[config.mk]
export PLATFORM = sky130hd
export DESIGN_NAME = imem_loader
export DESIGN_NICKNAME = d
export VERILOG_FILES = /design/src/rtl/imem_loader.sv
export SDC_FILE = /design/constraint.sdc
export NUM_CORES = 1
export LEC_CHECK = 0
export ABC_AREA = 1
export CAP_MARGIN = 20
export CELL_PAD_IN_SITES_DETAIL_PLACEMENT = 0
export CELL_PAD_IN_SITES_GLOBAL_PLACEMENT = 1
export CORE_MARGIN = 2
export CORE_UTILIZATION = 25
export DETAILED_ROUTE_END_ITERATION = 16
export PLACE_DENSITY = 0.53
export SETUP_SLACK_MARGIN = 0.2
export SYNTH_ARGS = -nofsm -noshare
export SYNTH_HDL_FRONTEND = slang
export SYNTH_SLANG_ARGS = --single-unit
[constraint.sdc]
create_clock -name clk -period 9.5 [get_ports clk]
set_clock_uncertainty 0.1 [all_clocks]
set_input_delay 1.9 -clock clk [delete_from_list [all_inputs] [get_ports clk]]
set_output_delay 1.9 -clock clk [all_outputs]
set_load 0.05 [all_outputs]
[src/rtl/imem_loader.sv]
// Boot-time instruction-memory loader: byte stream -> little-endian 32-bit words, holds the core in reset until loaded.
// Optional trailing checksum byte enabled by defining IMEM_LOADER_CHECKSUM_EN.
module imem_loader #(
   parameter int ADDR_W = 8
) (
   input  logic              clk,
   input  logic              reset,
   input  logic              start,
   input  logic              rx_valid,
   input  logic [7:0]        rx_data,
   output logic              rx_ready,
   output logic              imem_we,
   output logic [ADDR_W-1:0] imem_addr,
   output logic [31:0]       imem_wdata,
   output logic              core_reset,
   output logic              load_done,
   output logic              load_error
);

   typedef enum logic [2:0] {
      S_IDLE,
      S_LEN0,
      S_LEN1,
      S_DATA,
`ifdef IMEM_LOADER_CHECKSUM_EN
      S_CHK,
`endif
      S_DONE,
      S_ERR
   } state_t;

   // State entered once the data (or an empty length) has been consumed.
`ifdef IMEM_LOADER_CHECKSUM_EN
   localparam state_t S_TAIL = S_CHK;
`else
   localparam state_t S_TAIL = S_DONE;
`endif

   state_t            state_q, state_d;
   logic [7:0]        len_lo_q;
   logic [15:0]       len_q;
   logic [ADDR_W:0]   word_idx_q;
   logic [1:0]        lane_q;
   logic [23:0]       asm_q;
   logic [7:0]        sum_q;

   logic [15:0]       len_full;
   logic              len_zero;
   logic              len_over;
   logic              last_word;
   logic              xfer;

   assign len_full  = {rx_data, len_lo_q};
   assign len_zero  = (len_full == 16'd0);
   assign len_over  = (32'(len_full) > (32'd1 << ADDR_W));
   assign last_word = ((32'(word_idx_q) + 32'd1) == 32'(len_q));
   assign xfer      = rx_valid && rx_ready;

   always_ff @(posedge clk or posedge reset) begin
      if (reset) state_q <= S_IDLE;
      else       state_q <= state_d;
   end

   always_comb begin
      // NOTE: every output of this block gets a default first, so no path can infer a latch.
      state_d  = state_q;
      rx_ready = 1'b0;
      case (state_q)
         S_IDLE, S_DONE, S_ERR: begin
            if (start) state_d = S_LEN0;
         end
         S_LEN0: begin
            rx_ready = 1'b1;
            if (rx_valid) state_d = S_LEN1;
         end
         S_LEN1: begin
            rx_ready = 1'b1;
            if (rx_valid) begin
               if (len_over)      state_d = S_ERR;
               else if (len_zero) state_d = S_TAIL;
               else               state_d = S_DATA;
            end
         end
         S_DATA: begin
            rx_ready = 1'b1;
            if (rx_valid && lane_q == 2'd3 && last_word) state_d = S_TAIL;
         end
`ifdef IMEM_LOADER_CHECKSUM_EN
         S_CHK: begin
            rx_ready = 1'b1;
            if (rx_valid) state_d = (rx_data == sum_q) ? S_DONE : S_ERR;
         end
`endif
         default: state_d = S_IDLE;
      endcase
   end

   // NOTE: sequential state uses non-blocking assignments so every flop samples pre-edge values.
   always_ff @(posedge clk or posedge reset) begin
      if (reset) begin
         imem_we    <= 1'b0;
         imem_addr  <= '0;
         imem_wdata <= '0;
         core_reset <= 1'b1;
         load_done  <= 1'b0;
         load_error <= 1'b0;
         len_lo_q   <= '0;
         len_q      <= '0;
         word_idx_q <= '0;
         lane_q     <= '0;
         asm_q      <= '0;
         sum_q      <= '0;
      end else begin
         imem_we <= 1'b0;
         case (state_q)
            S_IDLE, S_DONE, S_ERR: begin
               if (start) begin
                  load_done  <= 1'b0;
                  load_error <= 1'b0;
                  core_reset <= 1'b1;
                  word_idx_q <= '0;
                  lane_q     <= '0;
                  sum_q      <= '0;
               end else if (state_q == S_DONE) begin
                  // A DATA->DONE entry raises the flags here, one cycle after the last strobe.
                  load_done  <= 1'b1;
                  core_reset <= 1'b0;
               end
            end
            S_LEN0: begin
               if (xfer) len_lo_q <= rx_data;
            end
            S_LEN1: begin
               if (xfer) begin
                  len_q <= len_full;
                  if (len_over) load_error <= 1'b1;
`ifndef IMEM_LOADER_CHECKSUM_EN
                  else if (len_zero) begin
                     load_done  <= 1'b1;
                     core_reset <= 1'b0;
                  end
`endif
               end
            end
            S_DATA: begin
               if (xfer) begin
                  sum_q <= sum_q + rx_data;
                  if (lane_q == 2'd3) begin
                     imem_we    <= 1'b1;
                     imem_addr  <= word_idx_q[ADDR_W-1:0];
                     imem_wdata <= {rx_data, asm_q};
                     word_idx_q <= word_idx_q + 1'b1;
                     lane_q     <= 2'd0;
                  end else begin
                     asm_q[{lane_q, 3'b000} +: 8] <= rx_data;
                     lane_q <= lane_q + 2'd1;
                  end
               end
            end
`ifdef IMEM_LOADER_CHECKSUM_EN
            S_CHK: begin
               if (xfer) begin
                  if (rx_data == sum_q) begin
                     load_done  <= 1'b1;
                     core_reset <= 1'b0;
                  end else begin
                     load_error <= 1'b1;
                  end
               end
            end
`endif
            default: ;
         endcase
      end
   end

endmodule

==> impl_results.md <==
* Top library cells by usage in the layout, fill and taps aside: nand2_1 (126), dfrtp_1 (105), inv_1 (68)
* Top cells by area, synth: dfrtp_1 (54%), nand2_1 (9.7%), inv_1 (5.3%)
* Crit Reg-Reg Endpoint: imem_wdata[22]
* Drt drc at 0
* Number of synthesized flops with an enable pin at 0
* PwrDens at 237 nW/um^2
* First-pass GRT wire length at 19800 um
* Transition time at the pin with the least slew margin at 0.885 ns
* Count of final setup violators at 0
* Count of endpoints failing hold in the final timing report at 0
* Final TNS setup at 0 ns
* Startpoint of the worst-slack reg-to-reg timing path: lane_q[0]
* Remaining antenna violation count after routing at 0
* Hold WC Path Type: reg -> reg
* CP Data Required Time at 7.50 ns
* Most common cell after layout, fill and taps aside: nand2_1
* Unrepaired setup endpoints after global routing: no
* Launch point of the critical path: state_q[1]
* Cell type with the largest total area after synthesis: dfrtp_1
* Distinct cell type count of the synthesized netlist at 32
* Terminating pin of the worst hold path: core_reset
* Cell chosen for the clock root: clkbuf_16
* Count of cells resized by post-cts repair at 0
* Hold Crit Start: core_reset
* Type of the setup path with the least slack: reg -> out
* Via count normalized by instance count at 4.26
* Total setup buffers inserted after CTS at 0
* Fin crit share at 41.2%
* Crit. End Element: output port
* Clock period minus final worst setup slack at 3.91 ns
* Inserted Clock Buffers at 9
* First-iteration detailed-routing DRC count at 212
* Number of top-level pins at 57
* Endpoint arrival time on the critical path at 1.91 ns
* RD Place Congestion at 0.768
* Pin count of the biggest net entering global routing at 68
* Synthesized net count at 566
* Crit path cell chain: inv_2 > a21oi_1 > clkdlybuf4s50_1
* Worst r2r path cells at 6
* Layout Area Growth over Synthesis at 22.5%
* Cell Area, Synth at 4870 sq um
* Ant diodes at 0
* Vias in the first global route at 3686
* Number of iterations in the first detailed-routing pass at 4
* Highest clock rate at 0.256 GHz
* Congestion Overflow GR at 0
* Worst hold path cell count at 2
* DP HPWL at 8900 um
* Antenna violations before repair at 0
* Synth Area per Inst at 8.89 sq um
* Clock edge transition at the registers on the reported setup and hold paths at 0.07 ns
* Count of warnings emitted by yosys at 0
* Clock tree from TritonCTS: yes
* Maximum number of buffers from clock root to sink at 2
* Commonest register cell after synthesis: dfrtp_1
* Result of the run: finished clean
* Number of pins with negative max-slew slack in the final report at 0
* Area share of the largest cell type after synthesis at 53.9%
* Util after Layout at 31.0%
* Fraction of synthesis flops using an asynchronous set or reset pin at 100%
* Std cell rows at 51
* Number of hold-repair buffers added at the cts stage at 0
* Post-detailed-routing wire length at 12300 um
* Total routing resource utilization after global routing at 12.5%
* Overall die area at 20600 sq um
* Worst slew margin relative to its limit at 41.0%
* Max-cap viol count at 0
* Critical path launch point type: flip-flop
* Initial Util at 25.3%
* Worst path slowest cell: clkdlybuf4s50_1
* Final nets at 619
* Share of layout cells above drive strength 1 at 8.91%
* Worst-path maximum fanout at 6
* H-tree depth reported by CTS at 3
* # clock sinks at 106
* Post-synthesis instance total at 548
* Detail-routed net length per standard cell at 14.1 um
* Synth Register Bits at 106
* Core Box Area at 19300 sq um
* Number of buffers inserted by port buffering at 56
* Leakage Power at 2.76 nW
* Max IR drop VDD at 0.151 mV
* Total via count in the routed design at 3710
* Internal reg-to-reg setup slack at 7.15 ns
* CP peak stage delay at 0.82 ns
* Sequential cell area fraction in the yosys report at 54.5%
* Clock latency at the later pin of the worst-skew pair at 0.35 ns
* Overall die height at 144 um
* Die span in x at 144 um
-- critical path, delay by kind of cell, from the launching register on --
family	cells	cell delay, ns
AOI/OAI and AO/OA	1	0.15
buffers and inverters	2	0.91
DFF	1	0.50
-- logic make-up after synthesis --
family | after synthesis | share of synthesized area [%]
buffers and inverters | 91 | 7.94
AOI/OAI and AO/OA | 107 | 11.6
and+or+nand+nor | 234 | 23.1
xor gates and xnor gates | 4 | 1.28
adders and majority gates | 6 | 1.54
DFF | 106 | 54.5
-- how the worst max path moves through the flow --
stage	endpoint	slack, ns	cells after the start
6_report	rx_ready	5.59	3
5_1_grt	rx_ready	5.48	3
4_1_cts	rx_ready	5.54	3
3_5_place_dp	imem_wdata[23]	5.44	6
3_3_place_gp	imem_wdata[31]	5.49	6
2_1_floorplan	asm_q[0]	4.71	1
-- layer usage --
| metal | vias up | wire, um | part of all wire [%] | GRT usage [%] |
|---|---|---|---|---|
| li1 | 1860 | - | - | - |
| met2 | 68 | 5650 | 46 | 19.8 |
| met1 | 1774 | 6090 | 50 | 17.0 |
| met4 | 0 | 123 | 1.0 | 3.41 |
| met5 | - | 0 | 0 | 0 |
| met3 | 8 | 427 | 3.5 | 3.13 |
-- registers in the layout (all words and copies together) (netlist names) --
register,cells
len_q,16
lane_q,2
asm_q,24
imem_addr,8
imem_we,1
load_done,1
state_q,3
load_error,1
word_idx_q,9
imem_wdata,32
len_lo_q,8
core_reset,1
-- cells in the mapped netlist (all sizes together) (2+ instances only) --
master and count:
inv 74, o22ai 5, nor2 42, xor2 2
ha 6, o21ai 93, dfrtp 105, xnor3 2
nand4 3, nand3 53, buf 11, a21oi 4
clkbuf 6, nand2 134
-- area by class of cell --
cell class              count  area, sq um
fillers                  2037        13300
inverters                  74          280
clock inverters             5         55.1
well taps                 265          332
repair buffers             59          583
flip-flops and latches    106         2650
clock buffers              11          233
multi-input cells         351         1830
-- where the power goes --
| part | total (mW) | internal, mW | switching (mW) |
|---|---|---|---|
| Combinational | 0.430 | 0.138 | 0.292 |
| Clock | 0.374 | 0.204 | 0.170 |
| Sequential | 0.613 | 0.555 | 0.0585 |
| Total | 1.42 | 0.897 | 0.520 |
-- metrics by stage --
step	worst slack [ns]	power, mW	instances	cell area [sq um]	hold WS [ns]
floorplan	4.71	0.930	548	4870	0.359
global placement	5.49	1.05	855	5680	0.363
detailed placement	5.44	1.06	855	5680	0.360
CTS	5.54	1.44	871	5970	0.379
global route	5.48	1.51	871	5970	0.405
finish	5.59	1.42	871	5970	0.375
Note: power is estimated with default switching activity, not from simulation.
